### src/rtl/if_pc_unit.sv
// Instruction-fetch PC unit: PC register, IF/ID pipeline register and RUN/HALTED(/STEP) debug FSM.
// Define IF_DEBUG_STEP_EN to compile in single-step support (step input and STEP state).
module if_pc_unit (
    input  logic        clk,
    input  logic        rst_n,
    input  logic        stall,
    input  logic        jump,
    input  logic [31:0] jump_dir,
    input  logic        branch_taken,
    input  logic [31:0] branch_dir,
    input  logic        resume,
    input  logic        step,
    output logic [31:0] imem_addr,
    input  logic [31:0] imem_data,
    output logic [31:0] if_id_pc_plus_4,
    output logic [31:0] if_id_instr,
    output logic        if_id_valid,
    output logic        halted
);

    localparam logic [31:0] HALT_WORD = 32'hFFFF_FFFF;

`ifdef IF_DEBUG_STEP_EN
    typedef enum logic [1:0] {
        RUN    = 2'd0,
        HALTED = 2'd1,
        STEP   = 2'd2
    } state_t;
`else
    typedef enum logic [1:0] {
        RUN    = 2'd0,
        HALTED = 2'd1
    } state_t;
`endif

    state_t      state_q, state_d;
    logic [31:0] pc_q, pc_d;
    logic [31:0] pc4_q, pc4_d;
    logic [31:0] instr_q, instr_d;
    logic        valid_q, valid_d;
    logic        halted_q, halted_d;

    logic [31:0] pc_plus_4;
    logic        redirect;
    logic [31:0] redirect_pc;

    // Result of one fetch attempt, shared by RUN and STEP.
    logic [31:0] fetch_pc;
    logic [31:0] fetch_pc4;
    logic [31:0] fetch_instr;
    logic        fetch_valid;
    logic        fetch_halt;

`ifndef IF_DEBUG_STEP_EN
    logic unused_step;
    assign unused_step = step;
`endif

    assign pc_plus_4   = pc_q + 32'd4;
    assign redirect    = jump | branch_taken;
    assign redirect_pc = jump ? jump_dir : branch_dir;

    always_comb begin
        fetch_pc    = pc_plus_4;
        fetch_pc4   = 32'd0;
        fetch_instr = 32'd0;
        fetch_valid = 1'b0;
        fetch_halt  = 1'b0;
        if (redirect) begin
            fetch_pc = redirect_pc;
        end else if (imem_data == HALT_WORD) begin
            fetch_halt = 1'b1;
        end else begin
            fetch_pc4   = pc_plus_4;
            fetch_instr = imem_data;
            fetch_valid = 1'b1;
        end
    end

    always_comb begin
        state_d = state_q;
        pc_d    = pc_q;
        pc4_d   = pc4_q;
        instr_d = instr_q;
        valid_d = valid_q;

        case (state_q)
            RUN: begin
                if (!stall) begin
                    pc_d    = fetch_pc;
                    pc4_d   = fetch_pc4;
                    instr_d = fetch_instr;
                    valid_d = fetch_valid;
                    if (fetch_halt) begin
                        state_d = HALTED;
                    end
                end
            end
            HALTED: begin
                if (!stall) begin
                    pc4_d   = 32'd0;
                    instr_d = 32'd0;
                    valid_d = 1'b0;
                    if (redirect) begin
                        pc_d = redirect_pc;
                    end
                end
                // Debug pulses are honoured even under stall so they are never lost.
                if (resume) begin
                    state_d = RUN;
`ifdef IF_DEBUG_STEP_EN
                end else if (step) begin
                    state_d = STEP;
`endif
                end
            end
`ifdef IF_DEBUG_STEP_EN
            STEP: begin
                if (!stall) begin
                    pc_d    = fetch_pc;
                    pc4_d   = fetch_pc4;
                    instr_d = fetch_instr;
                    valid_d = fetch_valid;
                    state_d = HALTED;
                end
            end
`endif
            default: begin
                state_d = RUN;
            end
        endcase

        halted_d = (state_d != RUN);
    end

    always_ff @(posedge clk or negedge rst_n) begin
        if (!rst_n) begin
            state_q  <= RUN;
            pc_q     <= 32'd0;
            pc4_q    <= 32'd0;
            instr_q  <= 32'd0;
            valid_q  <= 1'b0;
            halted_q <= 1'b0;
        end else begin
            state_q  <= state_d;
            pc_q     <= pc_d;
            pc4_q    <= pc4_d;
            instr_q  <= instr_d;
            valid_q  <= valid_d;
            halted_q <= halted_d;
        end
    end

    assign imem_addr       = pc_q;
    assign if_id_pc_plus_4 = pc4_q;
    assign if_id_instr     = instr_q;
    assign if_id_valid     = valid_q;
    assign halted          = halted_q;

endmodule

### config.mk
export PLATFORM = sky130hd
export DESIGN_NAME = if_pc_unit
export DESIGN_NICKNAME = d
export VERILOG_FILES = /design/src/rtl/if_pc_unit.sv
export SDC_FILE = /design/constraint.sdc
export NUM_CORES = 1
export LEC_CHECK = 0
export CORE_ASPECT_RATIO = 0.75
export CORE_MARGIN = 2
export CORE_UTILIZATION = 40
export DETAILED_ROUTE_END_ITERATION = 6
export PLACE_DENSITY = 0.76
export SLEW_MARGIN = 20
export SYNTH_ARGS = -nofsm -noshare
export SYNTH_HDL_FRONTEND = slang
export SYNTH_SLANG_ARGS = --single-unit
### constraint.sdc
create_clock -name clk -period 2.2 [get_ports clk]
set_clock_uncertainty 0.05 [all_clocks]
set_input_delay 0.44 -clock clk [delete_from_list [all_inputs] [get_ports clk]]
set_output_delay 0.44 -clock clk [all_outputs]
set_load 0.005 [all_outputs]
==> impl_metrics.ini <==
[floorplanning]
ios = 201
rows = 35
core_mm2 = 0.0124
die_h_um = 103
initial_utilization = 0.416
dieArea_mm2 = 0.0139
die_x_um = 135

[global_route]
grt-ovfl-total = 0
grt_pass1_vias = 5146
grt_max_degree = 55
antenna_found_initial = 0
grt_usage = 0.247
grt_pass1_wl_um = 26800

[drt]
vias_per_cell = 5.58
drt-initial-drc-count = 391
wire_per_inst_um = 18.3
vias = 5169
detail-route-antenna-nets = 0
drc = 0
wirelength_um = 16900
drt_pass1_iterations = 5

[worst_setup_path]
crit_fanout = 6
critPathTopFamily = simple AND/OR/NAND/NOR gates
path_buf_inv = 2
start_kind = register
startpoint = imem_addr[3]
crit_required_ps = 2380
cp-end-kind = register
cp_cell_sequence = ha_4 -> nand3_2 -> or4_4 -> buf_8 -> nor4_4 -> buf_4 -> xnor2_1 -> o21ai_1
crit_arrival_ps = 2310
cp_slowest_cell = or4_4
path_class = reg2reg
cp.depth = 8
r2r_start = imem_addr[3]
slowest_delay_ps = 490
ff2ff_path_depth = 8

[power_and_ir_drop]
seqPwrFrac = 0.415
switching_share = 0.291
p_switching_mw = 1.57
p_total_mw = 5.41
p_per_area_mw_per_mm2 = 666
power_leakage_nw = 3.38
internal-power_mw = 3.83
power_frac_clock = 0.304
comb_power_share = 0.281
ir_worst_vdd_v = 0.000403

[synthesis]
async_flop_share = 1.00
synth-seq-area-share = 0.483
ys_ff_latch = 100
synth_edf_count = 0
synth_top_area_frac = 0.483
synth_area_leaders = dfrtp_1, a22o_1, nand2_1
synthesis.nets = 629
ys_top_cells_by_count = dfrtp_1, nand2_1, a22o_1
ys_types = 58
syn_avg_cell_area_um2 = 9.86
yosysMostFrequentCell = dfrtp_1
netlist_area_mm2 = 0.00518
ys.flop_type = dfrtp_1
synthCells = 525
synth.largest_area_cell = dfrtp_1
yosysWarnings = 0

[sta]
finalCritPeriodShare = 0.965
setup_violations = 0
fin_ws_ps = 76.7
tightest_slew_ps = 590
slew_headroom = 0.607
hold_viol_final = 0
tns_ps = 0
rsz0062_at_grt = false
min_period_ps = 2120
finalMaxSlewViolations = 0
hold_ws_ps = 432
timing.fmax_mhz = 471

[cts]
cts_sinks = 100
clkLatencyLatePin_ps = 350
cts_buffer_depth = 2
htree_levels = 3
cts_buffers = 9
clk_pin_slew_ps = 80
cts_tree = yes
cts-root-buf = clkbuf_16

[cells_and_area]
fin_util = 0.652
drive_gt1_frac = 0.157
syn2layout_area_growth_pct = 56.7
diodes = 0
nFillCells = 1001
finalNetCount = 859

[placement]
gp_congestion = 0.860
place_ws_ps = -254
hpwl_um = 12400
io_buffers = 199

[min_path]
hp-start = if_id_pc_plus_4[7]
hold_path_class = reg2reg
worstHoldPathCells = 2

[job]
cap_violations = 0

[outcome]
status = complete, no violations
## placed cells by master (no fill, tap or decap), drive strengths merged, types with 8 or more instances in the layout
cell type,synthesis,final
a21oi,28,28
a22o,43,43
buf,12,62
clkbuf,29,9
clkdlybuf4s50,0,197
dfrtp,100,100
inv,5,8
mux2,11,11
mux2i,20,20
nand2,63,63
nand3,17,17
nand4,18,18
nor2,21,21
nor3,11,11
o21ai,44,44
o22ai,12,12
xnor2,14,14
xor2,14,14
## final timing paths
kind,endpoint,slack [ps]
setup / recovery,if_id_pc_plus_4[24],80
hold / removal,if_id_pc_plus_4[7],430
setup reg to reg,if_id_pc_plus_4[24],80
hold reg to reg,if_id_pc_plus_4[7],430
max in group asynchronous,if_id_pc_plus_4[17],940
min in group asynchronous,if_id_instr[4],490
## cell type report
class	count	area, µm²	area share
Multi-Input combinational cell	379	2600	0.320
Sequential cell	100	2500	0.309
Timing Repair Buffer	260	2480	0.305
Clock buffer	9	225	0.0278
Tap cell	166	208	0.0256
Clock inverter	7	81.3	0.0100
Inverter	5	18.8	0.00231
## metrics by stage
stage	area (µm²)	instances
global route	8110	926
detailed placement	7680	906
global placement	7680	906
CTS	8050	925
finish	8110	926
floorplan	5200	525
## kinds of logic (layout without fill, tap and decap cells)
| kind of cell | count (synthesis) | after routing | synth area share |
|---|---|---|---|
| XOR/XNOR | 28 | 28 | 0.0474 |
| buffers and inverters | 46 | 281 | 0.0374 |
| AND/OR/NAND/NOR | 167 | 167 | 0.166 |
| AO/OA/AOI/OAI | 151 | 151 | 0.200 |
| flip-flops | 100 | 100 | 0.483 |
| other | 1 | 1 | 0.000724 |
| adder cells (fa/ha/maj) | 1 | 1 | 0.00242 |
| multiplexers | 31 | 31 | 0.0626 |
## power groups by stage
| stage | Sequential, mW | Clock, mW | Combinational, mW |
|---|---|---|---|
| floorplan | 2.27 | 0 | 0.545 |
| global placement | 2.26 | 0 | 1.46 |
| detailed placement | 2.27 | 0 | 1.48 |
| CTS | 2.24 | 1.68 | 1.51 |
| global route | 2.27 | 1.76 | 1.65 |
| finish | 2.24 | 1.64 | 1.52 |
## state kept, by name, summed over array words and instances, names as in the netlist
signal and flops:
if_id_pc_plus_4 32, if_id_instr 32, imem_addr 32, halted 1
state_q 2, if_id_valid 1
## what timing repair did
item | CTS | global route
setup endpoints to repair | 9 | 16
hold buffers | 1 | 0
setup buffers | 2 | 1
pin swaps | 2 | 3
endpoints found under the hold margin | 24 | 0
gates resized for setup | 6 | 10
## routing by layer
metal  track usage  vias up  part of all wire  routed length [µm]
li1              -     2403                 -                   -
met1         0.322     2554              0.44                7360
met2         0.421      193              0.48                8150
met3        0.0546       19             0.067                1130
met4        0.0681        0             0.015                 261
met5             0        -                 0                   0
## tightest hold or removal path: stages (launching register included)
cell     delay [ps]
dfrtp_1         340
nand2_1          50
o21ai_0          60
Power figures use the tool's default switching activity.
